--- src/rtl/sgmii_mgmt_pkg.sv ---
// Shared definitions for the SGMII MDIO management sequencer: register map,
// Clause 22 opcodes, control/status constants and the sequencer state encoding.
package sgmii_mgmt_pkg;

    localparam logic [4:0] REG_CTRL = 5'd0;
    localparam logic [4:0] REG_STAT = 5'd1;
    localparam logic [4:0] REG_ADV  = 5'd4;
    localparam logic [4:0] REG_LP   = 5'd5;

    localparam logic [1:0] OP_WR = 2'b01;
    localparam logic [1:0] OP_RD = 2'b10;

    localparam logic [15:0] CTRL_AN_RESTART  = 16'h1200;
    localparam int          STAT_AN_CMPL_BIT = 5;

    typedef enum logic [2:0] {
        ST_IDLE,
        ST_WR_ADV,
        ST_WR_CTRL,
        ST_WAIT,
        ST_RD_STAT,
        ST_RD_LP,
        ST_DONE
    } an_state_e;

    // States that own an MDIO transaction for their whole duration
    function automatic logic is_frame_state(an_state_e s);
        return (s == ST_WR_ADV) || (s == ST_WR_CTRL) || (s == ST_RD_STAT) || (s == ST_RD_LP);
    endfunction

endpackage

--- src/rtl/sgmii_mdio_frame.sv ---
// Clause 22 MDIO frame engine: MDC divider, 64-bit shift-out, read sampling.
// One frame per go pulse; done strobes with rdata registered on the final MDC fall.
module sgmii_mdio_frame
    import sgmii_mgmt_pkg::*;
#(
    parameter int MDC_DIV = 25
) (
    input  logic        clk,
    input  logic        rst_n,
    input  logic        go,
    input  logic        rd,
    input  logic [4:0]  phyad,
    input  logic [4:0]  regad,
    input  logic [15:0] wdata,
    output logic        done,
    output logic [15:0] rdata,
    output logic        mdc,
    output logic        mdout,
    output logic        mdout_en,
    input  logic        mdin
);

    localparam int DW = $clog2(MDC_DIV);

    logic          active;
    logic          rd_q;
    logic [DW-1:0] div_cnt;
    logic [6:0]    hcnt;
    logic [63:0]   sh;
    logic [15:0]   rsh;
    logic [63:0]   frame;
    logic [5:0]    nxt_bit;
    logic          half_tick;

    // Read frames fill TA and data with ones; the line is released there anyway
    assign frame = {32'hFFFF_FFFF, 2'b01, (rd ? OP_RD : OP_WR), phyad, regad,
                    (rd ? 2'b11 : 2'b10), (rd ? 16'hFFFF : wdata)};

    assign half_tick = active && (div_cnt == DW'(MDC_DIV - 1));
    assign nxt_bit   = hcnt[6:1] + 6'd1;

    always_ff @(posedge clk or negedge rst_n) begin
        if (!rst_n) begin
            active   <= 1'b0;
            rd_q     <= 1'b0;
            div_cnt  <= '0;
            hcnt     <= '0;
            sh       <= '1;
            rsh      <= '0;
            rdata    <= '0;
            done     <= 1'b0;
            mdc      <= 1'b0;
            mdout    <= 1'b1;
            mdout_en <= 1'b0;
        end else begin
            done <= 1'b0;
            if (go && !active) begin
                active   <= 1'b1;
                rd_q     <= rd;
                div_cnt  <= '0;
                hcnt     <= '0;
                sh       <= frame;
                mdc      <= 1'b0;
                mdout    <= frame[63];
                mdout_en <= 1'b1;
            end else if (half_tick) begin
                div_cnt <= '0;
                hcnt    <= hcnt + 7'd1;
                mdc     <= ~mdc;
                if (!mdc) begin
                    rsh <= {rsh[14:0], mdin};
                end else if (hcnt == 7'd127) begin
                    active   <= 1'b0;
                    done     <= 1'b1;
                    mdout    <= 1'b1;
                    mdout_en <= 1'b0;
                    if (rd_q)
                        rdata <= rsh;
                end else begin
                    sh    <= {sh[62:0], 1'b1};
                    mdout <= sh[62];
                    // Both TA bits and the data of a read belong to the PHY
                    if (rd_q && nxt_bit >= 6'd46)
                        mdout_en <= 1'b0;
                end
            end else if (active) begin
                div_cnt <= div_cnt + 1'b1;
            end
        end
    end

endmodule

--- src/rtl/sgmii_an_sequencer.sv ---
// SGMII autonegotiation bring-up over MDIO: programs advertisement, restarts AN,
// then polls status, fetches link-partner ability and keeps monitoring for AN loss.
module sgmii_an_sequencer
    import sgmii_mgmt_pkg::*;
#(
    parameter int MDC_DIV       = 25,
    parameter int POLL_INTERVAL = 125000,
    parameter int MAX_POLLS     = 1000
) (
    input  logic        clk,
    input  logic        rst_n,
    input  logic        start,
    input  logic        restart_an,
    input  logic [4:0]  port_id,
    input  logic [15:0] adv_ability,
    output logic        mdc,
    output logic        mdout,
    output logic        mdout_en,
    input  logic        mdin,
    output logic        busy,
    output logic        an_done,
    output logic [15:0] lp_ability,
    output logic        timeout_err
);

    localparam int IW = $clog2(POLL_INTERVAL + 1);
    localparam int PW = $clog2(MAX_POLLS + 1);

    an_state_e      state, state_nxt;
    logic [15:0]    adv_q;
    logic [IW-1:0]  ivl_cnt;
    logic [PW-1:0]  poll_cnt;
    logic           pend;

    logic           go, f_rd, f_done;
    logic [4:0]     f_regad;
    logic [15:0]    f_wdata, f_rdata;
    logic           stat_cmpl;

    logic           an_set, an_clr, poll_inc, poll_rst, tmo, lp_ld;

    assign stat_cmpl = f_rdata[STAT_AN_CMPL_BIT];

    always_comb begin
        state_nxt = state;
        an_set    = 1'b0;
        an_clr    = 1'b0;
        poll_inc  = 1'b0;
        poll_rst  = 1'b0;
        tmo       = 1'b0;
        lp_ld     = 1'b0;
        case (state)
            ST_IDLE:    if (start) state_nxt = ST_WR_ADV;
            ST_WR_ADV:  if (f_done) state_nxt = ST_WR_CTRL;
            ST_WR_CTRL: if (f_done) state_nxt = ST_WAIT;
            ST_WAIT: begin
                if (restart_an) begin
                    state_nxt = ST_WR_CTRL;
                    an_clr    = 1'b1;
                end else if (ivl_cnt == IW'(POLL_INTERVAL - 1)) begin
                    state_nxt = ST_RD_STAT;
                end
            end
            ST_RD_STAT: begin
                if (f_done) begin
                    if (stat_cmpl) begin
                        poll_rst  = 1'b1;
                        state_nxt = an_done ? ST_DONE : ST_RD_LP;
                    end else begin
                        an_clr = 1'b1;
                        if (poll_cnt == PW'(MAX_POLLS - 1)) begin
                            tmo       = 1'b1;
                            state_nxt = ST_WR_CTRL;
                        end else begin
                            poll_inc  = 1'b1;
                            state_nxt = ST_WAIT;
                        end
                    end
                end
            end
            ST_RD_LP: begin
                if (f_done) begin
                    lp_ld     = 1'b1;
                    an_set    = 1'b1;
                    state_nxt = ST_DONE;
                end
            end
            ST_DONE: begin
                if (restart_an) begin
                    state_nxt = ST_WR_CTRL;
                    an_clr    = 1'b1;
                end else begin
                    state_nxt = ST_WAIT;
                end
            end
            default: state_nxt = ST_IDLE;
        endcase

        // A restart requested mid-transaction diverts the next entry into WAIT
        if (state_nxt == ST_WAIT && state != ST_WAIT && pend) begin
            state_nxt = ST_WR_CTRL;
            an_clr    = 1'b1;
        end

        // Frames launch on the same edge as the state change to avoid dead cycles
        go      = is_frame_state(state_nxt) && (state_nxt != state);
        f_rd    = (state_nxt == ST_RD_STAT) || (state_nxt == ST_RD_LP);
        f_regad = REG_CTRL;
        f_wdata = '0;
        case (state_nxt)
            ST_WR_ADV: begin
                f_regad = REG_ADV;
                f_wdata = (state == ST_IDLE) ? adv_ability : adv_q;
            end
            ST_WR_CTRL: begin
                f_regad = REG_CTRL;
                f_wdata = CTRL_AN_RESTART;
            end
            ST_RD_STAT: f_regad = REG_STAT;
            ST_RD_LP:   f_regad = REG_LP;
            default:    f_regad = REG_CTRL;
        endcase
    end

    always_ff @(posedge clk or negedge rst_n) begin
        if (!rst_n) begin
            state       <= ST_IDLE;
            adv_q       <= '0;
            ivl_cnt     <= '0;
            poll_cnt    <= '0;
            pend        <= 1'b0;
            busy        <= 1'b0;
            an_done     <= 1'b0;
            lp_ability  <= '0;
            timeout_err <= 1'b0;
        end else begin
            state       <= state_nxt;
            timeout_err <= tmo;
            if (state == ST_IDLE && start) begin
                adv_q <= adv_ability;
                busy  <= 1'b1;
            end
            ivl_cnt <= (state == ST_WAIT) ? ivl_cnt + 1'b1 : '0;
            if ((go && state_nxt == ST_WR_CTRL) || poll_rst)
                poll_cnt <= '0;
            else if (poll_inc)
                poll_cnt <= poll_cnt + 1'b1;
            if (restart_an && state != ST_WAIT && state != ST_DONE)
                pend <= 1'b1;
            else if (go && state_nxt == ST_WR_CTRL)
                pend <= 1'b0;
            if (an_set)
                an_done <= 1'b1;
            else if (an_clr)
                an_done <= 1'b0;
            if (lp_ld)
                lp_ability <= f_rdata;
        end
    end

    sgmii_mdio_frame #(
        .MDC_DIV (MDC_DIV)
    ) u_frame (
        .clk      (clk),
        .rst_n    (rst_n),
        .go       (go),
        .rd       (f_rd),
        .phyad    (port_id),
        .regad    (f_regad),
        .wdata    (f_wdata),
        .done     (f_done),
        .rdata    (f_rdata),
        .mdc      (mdc),
        .mdout    (mdout),
        .mdout_en (mdout_en),
        .mdin     (mdin)
    );

endmodule

--- config.mk ---
export PLATFORM = sky130hd
export DESIGN_NAME = sgmii_an_sequencer
export DESIGN_NICKNAME = d
export VERILOG_FILES = /design/src/rtl/sgmii_mgmt_pkg.sv /design/src/rtl/sgmii_mdio_frame.sv /design/src/rtl/sgmii_an_sequencer.sv
export SDC_FILE = /design/constraint.sdc
export NUM_CORES = 1
export LEC_CHECK = 0
export ABC_CLOCK_PERIOD_IN_PS = 4100
export CORE_AREA = 2 2 134 136
export CTS_CLUSTER_DIAMETER = 120
export CTS_CLUSTER_SIZE = 14
export DETAILED_ROUTE_END_ITERATION = 12
export DIE_AREA = 0 0 136 138
export PLACE_DENSITY_LB_ADDON = 0.3
export SLEW_MARGIN = 20
export SYNTH_ARGS = -nofsm -noshare
export SYNTH_HDL_FRONTEND = slang
export SYNTH_HIERARCHICAL = 1
export SYNTH_SLANG_ARGS = --single-unit
--- constraint.sdc ---
create_clock -name clk -period 4.1 [get_ports clk]
set_input_delay 0.41 -clock clk [delete_from_list [all_inputs] [get_ports clk]]
set_output_delay 0.41 -clock clk [all_outputs]
set_load 0.05 [all_outputs]
=== Word level (Yosys, flattened, before mapping) ===
Cells that the tools add are included.

* Flip-flop bits (word level): 179
* Input bits: 26
* Output and inout port bits: 22
* Logic and storage cells: 151

* $add $sub $neg: 5
* Order comparisons: 1
* Eq/ne operators: 19
* Mux-type cells: 72
* Bitwise logic cells: 2
* Reductions and logical operators: 32

{| class="wikitable"
|+ Operators by type and width
! cell !! number
|-
| $mux W63 || 4
|-
| $mux W1 || 43
|-
| $mux W16 || 2
|-
| $pmux W16 S2 || 1
|-
| $mux W3 || 9
|-
| $pmux W3 S7 || 1
|-
| $mux W10 || 2
|-
| $add A17 B1 Y17 const B || 1
|-
| $eq A17 B17 Y1 const B || 1
|-
| $mux W17 || 1
|-
| $eq A3 B3 Y1 const B || 5
|-
| $mux W5 || 3
|-
| $mux W7 || 2
|-
| $eq A3 B2 Y1 const B || 4
|-
| $reduce_and A3 Y1 || 4
|-
| $reduce_bool A2 Y1 || 6
|-
| $add A10 B1 Y10 const B || 1
|-
| $eq A10 B10 Y1 const B || 1
|-
| $logic_and A1 B1 Y1 || 10
|-
| $pmux W3 S3 || 1
|-
| $add A7 B1 Y7 const B || 1
|-
| $eq A7 B7 Y1 const B || 1
|-
| $add A6 B1 Y6 const B || 1
|-
| $eq A3 B1 Y1 const B || 2
|-
| other kinds (17) || 24
|}

=== Depth between registers and ports, before layout ===
Gate-level depths: netlist (run 1).

* Depth in word-level cells: 17
* Mapped depth: 12
* Depth with buffers taken out: 11

=== Cells and area by module ===
Netlist (run 1), hierarchy kept.

{| class="wikitable"
|+ Modules (own cells, without submodules)
! module !! instances !! cells an instance !! area an instance (sq um) !! seq. area each (sq um)
|-
| sgmii_mdio_frame || 1 || 461 || 5094.9 || 2907.8
|-
| sgmii_an_sequencer || 1 || 319 || 3311.9 || 1651.6
|}

=== Worst setup path after synthesis (run 1) ===
Ideal clock, no wire load.

* Path type: reg2reg
* Start point: register ivl_cnt[0]
* End point: register u_frame.sh[28]
* Setup time: 98 ps
* Data arrival time: 2952 ps
* Data required time: 4002 ps
* Setup slack: 1050 ps
* Cell stages (with the launch flop): 13
* Buffers on the path: 2
* Period minus slack after synthesis: 3050 ps
* Cell sequence: dfrtp_1 > ha_1 > and4_1 > nand4_1 > o2bb2ai_1 > o22ai_1 > mux2_2 > a21oi_1 > nor2b_1 > clkbuf_1 > clkbuf_1 > nor2_1 > a221oi_1

* Cells in the longest elaborated chain, start to end: 16
* Elaborated cells between the ends (all ways): 25
* Classes of those cells: eq/ne: 8; mux: 6; reduce/logical: 11

{| class="wikitable"
|+ Ends and longest elaborated chain
! what !! line !! RTL
|-
| start, declared || sgmii_an_sequencer.sv:31 || <nowiki>logic [IW-1:0] ivl_cnt;</nowiki>
|-
| start signal, assigned || sgmii_an_sequencer.sv:143 || <nowiki>ivl_cnt <= (state == ST_WAIT) ? ivl_cnt + 1'b1 : '0;</nowiki>
|-
| $eq A17 B17 Y1 (*) || sgmii_an_sequencer.sv:60 || <nowiki>end else if (ivl_cnt == IW'(POLL_INTERVAL - 1)) begin</nowiki>
|-
| $mux W3 (*) || sgmii_an_sequencer.sv:60 ||
|-
| $mux W3 (*) || sgmii_an_sequencer.sv:57 || <nowiki>if (restart_an) begin</nowiki>
|-
| $pmux W3 S7 (*) || sgmii_an_sequencer.sv:52 || <nowiki>case (state)</nowiki>
|-
| $eq A3 B2 Y1 || sgmii_an_sequencer.sv:100 || <nowiki>if (state_nxt == ST_WAIT && state != ST_WAIT && pend) begin</nowiki>
|-
| $logic_and A1 B1 Y1 (2 in a row) || sgmii_an_sequencer.sv:100 ||
|-
| $mux W3 (*) || sgmii_an_sequencer.sv:100 ||
|-
| $eq A3 B1 Y1 or $eq A3 B2 Y1 (tied branches) || sgmii_mgmt_pkg.sv:28 || <nowiki>return (s == ST_WR_ADV) || (s == ST_WR_CTRL) || (s == ST_RD_STAT) || (s == ST_RD_LP);</nowiki>
|-
| $logic_or A1 B1 Y1 (3 in a row) || sgmii_mgmt_pkg.sv:28 ||
|-
| $logic_and A1 B1 Y1 (*) || sgmii_an_sequencer.sv:106 || <nowiki>go = is_frame_state(state_nxt) && (state_nxt != state);</nowiki>
|-
| named net go || sgmii_an_sequencer.sv:35 || <nowiki>logic go, f_rd, f_done;</nowiki>
|-
| $logic_and A1 B1 Y1 (*) || sgmii_mdio_frame.sv:57 || <nowiki>if (go && !active) begin</nowiki>
|-
| $ne A2 B1 Y1 (no line) or $reduce_bool A2 Y1 (tied branches) || n/a ||
|-
| $reduce_and A3 Y1 (no line) || n/a ||
|-
| end signal, assigned || sgmii_mdio_frame.sv:62 || <nowiki>sh <= frame;</nowiki>
|-
| end signal, assigned || sgmii_mdio_frame.sv:80 || <nowiki>sh <= {sh[62:0], 1'b1};</nowiki>
|-
| end, declared || sgmii_mdio_frame.sv:29 || <nowiki>logic [63:0] sh;</nowiki>
|}

The timed path passes the listed nets; every way through them passes the cells marked *.
A chain may end at the register's enable or synchronous reset.

=== Worst setup path after layout (run 1) ===
* Start point: register state[0]
* End point: register u_frame.sh[15]

* Cells in the longest elaborated chain, start to end: 15
* Elaborated cells between the ends (all ways): 39
* Classes of those cells: eq/ne: 14; mux: 13; reduce/logical: 12

{| class="wikitable"
|+ Ends and longest elaborated chain
! what !! line !! RTL
|-
| start, declared || sgmii_an_sequencer.sv:29 || <nowiki>an_state_e state, state_nxt;</nowiki>
|-
| start signal, assigned || sgmii_an_sequencer.sv:137 || <nowiki>state <= state_nxt;</nowiki>
|-
| $mux W3 || sgmii_an_sequencer.sv:60 ||
|-
| $mux W3 || sgmii_an_sequencer.sv:57 ||
|-
| $pmux W3 S7 || sgmii_an_sequencer.sv:52 ||
|-
| $eq A3 B2 Y1 || sgmii_an_sequencer.sv:100 ||
|-
| $logic_and A1 B1 Y1 (2 in a row) || sgmii_an_sequencer.sv:100 ||
|-
| $mux W3 || sgmii_an_sequencer.sv:100 ||
|-
| $eq A3 B1 Y1 or $eq A3 B2 Y1 (tied branches) || sgmii_mgmt_pkg.sv:28 ||
|-
| $logic_or A1 B1 Y1 (3 in a row) || sgmii_mgmt_pkg.sv:28 ||
|-
| $logic_and A1 B1 Y1 (*) || sgmii_an_sequencer.sv:106 ||
|-
| named net go || sgmii_an_sequencer.sv:35 ||
|-
| $logic_and A1 B1 Y1 (*) || sgmii_mdio_frame.sv:57 ||
|-
| $ne A2 B1 Y1 (no line) or $reduce_bool A2 Y1 (tied branches) || n/a ||
|-
| $reduce_and A3 Y1 (no line) || n/a ||
|}

Marks and branches as above.

==> run summary, run 1 <==
STATUS
------------------------------------------------------------------------------------------------------
Run status                                                                                complete, no violations

CLOCKING
------------------------------------------------------------------------------------------------------
Setup repair bufs after CTS                                                                          0
Post_cts resized                                                                                     0
Number of levels in the clock H-tree                                                                 4
Worst-case clock buffer depth                                                                        2
Clk_lat worst skew                                                                             0.43 ns
Inserted Clock Buffers                                                                              17
Clock root buffer master                                                                  sky130_fd_sc_hd__clkbuf_16
CTS tree                                                                                         built
Number of buffers inserted for hold repair after clock tree synthesis                                0
Sink count of the clock tree                                                                       179
Clock transition at the register clock pins on the worst setup and hold paths after CTS        0.07 ns

ROUTE
------------------------------------------------------------------------------------------------------
Detail-routed via count per cell                                                                  5.74
Initial DRT Pass Iterations                                                                          5
DRC violation count after routing                                                                    0
Routed len/inst                                                                                16.5 um
Antenna Violating Nets Remaining                                                                     0
Via count of the routed design                                                                   6,040
Final WL                                                                                     17,400 um
Number of violations reported at the end of detailed-routing iteration 0                           469

GLOBAL ROUTING
------------------------------------------------------------------------------------------------------
Number of global-route vias before repair                                                        6,207
Wire length of the first global-routing pass                                                 30,100 um
Overflow after GRT                                                                                   0
Pin count of the biggest net entering global routing                                               121
Antenna violations before repair                                                                     0
All-Layer GR Usage                                                                               0.194

SYNTH
------------------------------------------------------------------------------------------------------
Yosys warning total                                                                                  6
Synth area leader                                                                         sky130_fd_sc_hd__dfrtp_1
Cell area after synthesis                                                                    8410 um^2
Area contributors post-synth                                                              sky130_fd_sc_hd__dfrtp_1, sky130_fd_sc_hd__dfstp_2, sky130_fd_sc_hd__mux2_2, sky130_fd_sc_hd__nand3_1, sky130_fd_sc_hd__o21ai_0
Post-synth ARST share                                                                             1.00
Synth cell count leaders                                                                  sky130_fd_sc_hd__dfrtp_1, sky130_fd_sc_hd__nand3_1, sky130_fd_sc_hd__dfstp_2, sky130_fd_sc_hd__nor2_1, sky130_fd_sc_hd__o21ai_0
Number of enable-type register cells in the synthesized netlist                                      0
Library cell with the highest instance count after synthesis                              sky130_fd_sc_hd__dfrtp_1
Post-Synth Adder-Cell Area                                                                      0.0104
Register bit count reported by yosys                                                               179
Portion of netlist area occupied by mux cells                                                   0.0963
Number of distinct library cell variants in the gate-level netlist after synthesis                  64
Combinational family with the most area after synthesis                                   simple AND/OR/NAND/NOR gates
Simple-gate share of the synthesized area                                                        0.177
Compound-cell area share of the yosys netlist                                                    0.111
Area share of the leading cell type in the synthesized netlist                                   0.342
Main flop type after synthesis                                                            sky130_fd_sc_hd__dfrtp_1
Mean instance size in the synthesized netlist                                                10.8 um^2
Gate count after technology mapping                                                                780
Post-synthesis sequential area ratio                                                             0.542
Area share of xor/xnor cells in the synthesized design                                          0.0292

PWR
------------------------------------------------------------------------------------------------------
Leakage power summed over all cells                                                         0.00407 uW
Power per cell area                                                                        524 nW/um^2
Worst IR drop on VDD                                                                          0.345 mV

FLOORPLANNING
------------------------------------------------------------------------------------------------------
Std cell rows                                                                                       49
Initial Utilization                                                                              0.479
Number of placed I/O pins                                                                           48
Total Die Area                                                                             18,800 um^2
Die span in y                                                                                   138 um
Width of the chip                                                                               136 um
Floorplan Core Area                                                                        17,500 um^2

FINISH
------------------------------------------------------------------------------------------------------
Layout cell share with drive strength beyond 1                                                   0.242
Area growth from synthesis to final layout                                                       14.4%
N_diodes                                                                                             0
Final layout net count                                                                             844

SETUP PATH
------------------------------------------------------------------------------------------------------
Data arrival time at the worst-slack endpoint                                                  3.83 ns
Critical path peak fanout                                                                           23
Setup crit end kind                                                                               flop
Crit Path Category                                                                        flop to flop
Required time at the endpoint of the critical path                                             4.43 ns
CP Launch Type                                                                                    flop

WORST HOLD PATH
------------------------------------------------------------------------------------------------------
Path category of the worst min-delay check                                                input pin to asynchronous set/reset pin

RUN
------------------------------------------------------------------------------------------------------
Max Cap Viol                                                                                         0

STA
------------------------------------------------------------------------------------------------------
Pins Over Slew Limit                                                                                 0
Final setup TNS                                                                                   0 ns
Post-Route Skew                                                                             0.00958 ns
Number of failing setup endpoints in the final timing report                                         0
Min Tclk post-route                                                                            3.50 ns
Setup repair after global routing missed its margin                                                 no
Highest clock rate                                                                             286 MHz
Rel. slew slack                                                                                  0.357
Hold WS                                                                                       0.131 ns
Slew @ Worst Pin                                                                              0.962 ns
Period utilisation layout                                                                        0.853
Hold Violations, Final                                                                               0

PLACED DESIGN
------------------------------------------------------------------------------------------------------
Port bufs                                                                                           47
HPWL after detailed placement                                                                10,900 um
Routability cong.                                                                                0.886

[through the flow]
step	power (uW)	utilization	setup WS [ns]	instances	area (um^2)
final	5040	0.549	0.604	1053	9620
after global routing	5330	0.549	0.362	1053	9620
after CTS	5080	0.548	0.650	1053	9620
after detailed placement	3500	0.516	0.590	1021	9050
after global placement	3420	0.516	0.732	1021	9050
after floorplan	3220	-	1.05	782	8410
[state kept, by name, indices dropped and copies added, names as in the netlist]
register,flops
u_frame/sh,63
ivl_cnt,17
adv_q,16
lp_ability,16
u_frame/rdata,16
u_frame/rsh,16
poll_cnt,10
u_frame/hcnt,7
u_frame/div_cnt,5
state,3
an_done,1
busy,1
pend,1
timeout_err,1
u_frame/active,1
u_frame/done,1
u_frame/mdc,1
u_frame/mdout,1
u_frame/mdout_en,1
u_frame/rd_q,1
[cells by family after synthesis]
family / count (synthesis)
muxes: 69
AOI/OAI and AO/OA: 143
adders and majority gates: 7
and+or+nand+nor: 291
other: 1
buffers and inverters: 62
xor gates and xnor gates: 28
DFF: 179
[power by group]
part	leakage [uW]	internal (uW)	switching, uW
Clock	0.000275	808	750
Sequential	0.00220	2330	271
Combinational	0.00160	413	468
[cells in the final DEF (no fill, tap or decap), types with 10 or more instances in the layout]
| cell type | Yosys | final |
|---|---|---|
| sky130_fd_sc_hd__a211oi_1 | 24 | 24 |
| sky130_fd_sc_hd__a21oi_1 | 29 | 29 |
| sky130_fd_sc_hd__a221o_1 | 10 | 10 |
| sky130_fd_sc_hd__and3_1 | 14 | 13 |
| sky130_fd_sc_hd__buf_4 | 1 | 11 |
| sky130_fd_sc_hd__clkbuf_16 | 0 | 17 |
| sky130_fd_sc_hd__clkdlybuf4s50_1 | 0 | 46 |
| sky130_fd_sc_hd__dfrtp_1 | 115 | 115 |
| sky130_fd_sc_hd__dfstp_2 | 64 | 64 |
| sky130_fd_sc_hd__inv_1 | 12 | 12 |
| sky130_fd_sc_hd__mux2_2 | 55 | 55 |
| sky130_fd_sc_hd__mux2_4 | 10 | 10 |
| sky130_fd_sc_hd__nand2_1 | 55 | 55 |
| sky130_fd_sc_hd__nand3_1 | 75 | 75 |
| sky130_fd_sc_hd__nor2_1 | 64 | 64 |
| sky130_fd_sc_hd__nor3_1 | 27 | 27 |
| sky130_fd_sc_hd__o21ai_0 | 57 | 57 |
| sky130_fd_sc_hd__xnor2_1 | 11 | 11 |
| sky130_fd_sc_hd__xor2_1 | 17 | 17 |
[final timing paths]
kind / startpoint / end / slack (ns) / cells after the start
max: state[0] / u_frame/sh[15] / 0.60 / 10
min: rst_n / ivl_cnt[10] / 0.13 / 1
max reg2reg: state[0] / u_frame/sh[15] / 0.60 / 10
min reg2reg: busy / busy / 0.47 / 1
max in group asynchronous: rst_n / u_frame/sh[31] / 3.07 / 2
min in group clk: busy / busy / 0.47 / 1
[critical path, stage by stage (launching register included)]
cell and delay [ns]:
sky130_fd_sc_hd__dfrtp_1 0.67, sky130_fd_sc_hd__and4bb_1 0.28, sky130_fd_sc_hd__a32oi_1 0.21, sky130_fd_sc_hd__o21ai_2 0.13, sky130_fd_sc_hd__o22ai_1 0.26, sky130_fd_sc_hd__mux2_2 0.41
sky130_fd_sc_hd__a21oi_1 0.29, sky130_fd_sc_hd__nor2b_2 0.40, sky130_fd_sc_hd__buf_4 0.34, sky130_fd_sc_hd__nor2_1 0.10, sky130_fd_sc_hd__a211oi_1 0.30
[metal layers]
layer / track usage / part of all wire / vias to the layer above
met5: 0 / 0 / -
met4: 0.0521 / 0.011 / 0
met3: 0.0374 / 0.040 / 14
met2: 0.316 / 0.50 / 137
met1: 0.267 / 0.45 / 3050
li1: - / - / 2839
[layout make-up]
type,count,area (um^2)
timing repair buffer,59,577
fill,1512,7920
clock inverter,14,136
clock buffer,18,429
inverter,13,48.8
sequential,179,4560
multi-input combinational,541,3580
tap,229,287
No activity file was read; power rests on OpenSTA's default activity.
==> inputs of run 2 (changes only) <==
- CORE_AREA: 2 2 134 136 -> 2 2 148 150
- DIE_AREA: 0 0 136 138 -> 0 0 150 152
==> run 2 against run 1 <==
Register-to-register slack better by 0.13 ns. Sequential power about the same. Critical path type unchanged. Power increased by 0.75%. Count of clock-buffer cells in the layout rose by 1. Worst setup slack improved by 0.13 ns.
==> run summary, run 2 (synthesized netlist as in run 1, its figures left out) <==
FINISH
------------------------------------------------------------------------------------------------------
Number of flip-flops in the largest register                                                        63   unchanged
Final layout net count                                                                             848   +0.47%
Area growth from synthesis to final layout                                                       15.7%
Most frequent cells in the layout                                                         sky130_fd_sc_hd__dfrtp_1, sky130_fd_sc_hd__nand3_1, sky130_fd_sc_hd__nor2_1, sky130_fd_sc_hd__dfstp_2, sky130_fd_sc_hd__o21ai_0
Most frequent standard cell in the layout excluding fill and tap cells                    sky130_fd_sc_hd__dfrtp_1
Layout cell share with drive strength beyond 1                                                   0.245   +0.00366
Register ranked first by flip-flop count                                                    u_frame/sh
N_diodes                                                                                             0   unchanged
Biggest regs                                                                              u_frame/sh: 63 flops, ivl_cnt: 17 flops

STATUS
------------------------------------------------------------------------------------------------------
Run status                                                                                complete, no violations

GLOBAL ROUTING
------------------------------------------------------------------------------------------------------
All-Layer GR Usage                                                                               0.155   -0.0394
Overflow after GRT                                                                                   0   unchanged
Number of global-route vias before repair                                                        5,727   -7.7%
Wire length of the first global-routing pass                                                 28,900 um   -4.1%
Antenna violations before repair                                                                     0   unchanged
Pin count of the biggest net entering global routing                                               104   -14%

PLACED DESIGN
------------------------------------------------------------------------------------------------------
Routability cong.                                                                                0.819   -7.6%
HPWL after detailed placement                                                                10,600 um   -2.8%
Port bufs                                                                                           47   unchanged

SETUP PATH
------------------------------------------------------------------------------------------------------
Reg2reg setup slack                                                                            0.73 ns   +0.13 ns
End of the worst register-to-register path                                                u_frame/sh[28]
Start of the worst register-to-register path                                                ivl_cnt[4]
Logic depth of the worst register-to-register path                                                  10   unchanged
Setup crit end kind                                                                               flop
Critical path peak fanout                                                                           18   -22%
Launch point of the worst path                                                              ivl_cnt[4]
Data arrival time at the worst-slack endpoint                                                  3.70 ns   -0.13 ns
Crit Path Category                                                                        flop to flop
Required time at the endpoint of the critical path                                             4.44 ns   about the same
Critical path endpoint                                                                    u_frame/sh[28]
CP Launch Type                                                                                    flop

CLOCKING
------------------------------------------------------------------------------------------------------
Clk_lat worst skew                                                                             0.43 ns   about the same
Number of levels in the clock H-tree                                                                 4   unchanged
Sink count of the clock tree                                                                       179   unchanged
Number of buffers inserted for hold repair after clock tree synthesis                                0   unchanged
CTS tree                                                                                         built
Inserted Clock Buffers                                                                              17   unchanged
Setup repair bufs after CTS                                                                          0   unchanged
Post_cts resized                                                                                     0   unchanged
Clock root buffer master                                                                  sky130_fd_sc_hd__clkbuf_16
Worst-case clock buffer depth                                                                        2   unchanged
Clock transition at the register clock pins on the worst setup and hold paths after CTS        0.08 ns   about the same

PWR
------------------------------------------------------------------------------------------------------
Sw frac                                                                                          0.292   -0.00295
Power share of the combinational group                                                           0.170   -0.005
Proportion of power drawn by the clock network                                                   0.320   +0.011
Power per cell area                                                                        522 nW/um^2   -0.40%
Power share of the sequential group                                                              0.511   -0.005
Worst IR drop on VDD                                                                          0.214 mV   -38%
Design Power                                                                                   5080 uW   +0.75%
Power Internal                                                                                 3600 uW   +1.2%
Leakage power summed over all cells                                                         0.00410 uW   +0.75%
Switching power                                                                                1490 uW   -0.26%

FLOORPLANNING
------------------------------------------------------------------------------------------------------
Total Die Area                                                                             22,800 um^2   +21%
Std cell rows                                                                                       54   +10%
Number of placed I/O pins                                                                           48   unchanged
Die span in y                                                                                   152 um   +10%
Width of the chip                                                                               150 um   +10%
Initial Utilization                                                                              0.394   -0.0857
Floorplan Core Area                                                                        21,400 um^2   +22%

STA
------------------------------------------------------------------------------------------------------
Period utilisation layout                                                                        0.821   -0.0313
Hold WS                                                                                      0.0678 ns   -0.0633 ns
Hold Violations, Final                                                                               0   unchanged
Number of failing setup endpoints in the final timing report                                         0   unchanged
Highest clock rate                                                                             297 MHz   +3.8%
Rel. slew slack                                                                                  0.308   -0.0490
Pins Over Slew Limit                                                                                 0   unchanged
Slew @ Worst Pin                                                                               1.04 ns   +0.0733 ns
Final setup TNS                                                                                   0 ns   unchanged
Setup repair after global routing missed its margin                                                 no
Post-Route Skew                                                                              0.0131 ns   +0.00349 ns
Min Tclk post-route                                                                            3.37 ns   -0.128 ns

ROUTE
------------------------------------------------------------------------------------------------------
Number of violations reported at the end of detailed-routing iteration 0                           332   -29%
Initial DRT Pass Iterations                                                                          4   -1
Detail-routed via count per cell                                                                  5.32   -7.3%
Antenna Violating Nets Remaining                                                                     0   unchanged
Final WL                                                                                     17,100 um   -2.0%
Routed len/inst                                                                                15.4 um   -6.9%
DRC violation count after routing                                                                    0   unchanged
Via count of the routed design                                                                   5,891   -2.5%

WORST HOLD PATH
------------------------------------------------------------------------------------------------------
Path category of the worst min-delay check                                                input pin to asynchronous set/reset pin

RUN
------------------------------------------------------------------------------------------------------
Max Cap Viol                                                                                         0   unchanged

run 2: routing by layer:
| layer | part of all wire | vias to the layer above | track usage |
|---|---|---|---|
| met3 | 0.031 | 21 | 0.0324 |
| li1 | - | 2859 | - |
| met2 | 0.46 | 83 | 0.234 |
| met4 | 0.013 | 0 | 0.0490 |
| met1 | 0.50 | 2928 | 0.224 |
| met5 | 0 | - | 0 |
run 2: how the worst min path moves through the flow:
stage                from             end  slack [ns]  depth (start not counted)
global placement     busy            busy        0.45                          1
CTS                 rst_n  lp_ability[11]        0.11                          1
detailed placement   busy            busy        0.46                          1
finish              rst_n  lp_ability[11]        0.07                          1
global route        rst_n  lp_ability[11]        0.15                          1
floorplan           rst_n        adv_q[0]        0.11                          0
run 2: critical path: stages (launching register included):
cell and delay, ns:
sky130_fd_sc_hd__dfrtp_1 0.43, sky130_fd_sc_hd__nor4b_2 0.37, sky130_fd_sc_hd__nand4_1 0.29, sky130_fd_sc_hd__o2bb2ai_1 0.23, sky130_fd_sc_hd__o22ai_1 0.22, sky130_fd_sc_hd__mux2_2 0.41
sky130_fd_sc_hd__a21oi_1 0.29, sky130_fd_sc_hd__nor2b_4 0.39, sky130_fd_sc_hd__buf_4 0.29, sky130_fd_sc_hd__nor2_1 0.09, sky130_fd_sc_hd__a221oi_1 0.26
run 2: area by class of cell:
cell class / count / area (um^2)
Clock buffer: 19 / 454
Clock inverter: 13 / 139
Fill cell: 2027 / 11600
Inverter: 13 / 48.8
Multi-Input combinational cell: 541 / 3590
Sequential cell: 179 / 4560
Tap cell: 280 / 350
Timing Repair Buffer: 63 / 592
run 2: metrics by stage:
stage	instance area, um^2	setup WS, ns	std cells	utilization
2_1_floorplan	8410	1.05	782	-
3_3_place_gp	9140	0.690	1076	0.428
3_5_place_dp	9140	0.663	1076	0.428
4_1_cts	9730	0.732	1108	0.456
5_1_grt	9730	0.446	1108	0.456
6_report	9730	0.732	1108	0.456
run 2: power groups by stage:
stage               Sequential, uW  Combinational (uW)  Clock [uW]
detailed placement            2610                 878           0
global route                  2650                 983        1740
floorplan                     2560                 663           0
CTS                           2590                 876        1670
global placement              2610                 849           0
finish                        2600                 862        1620
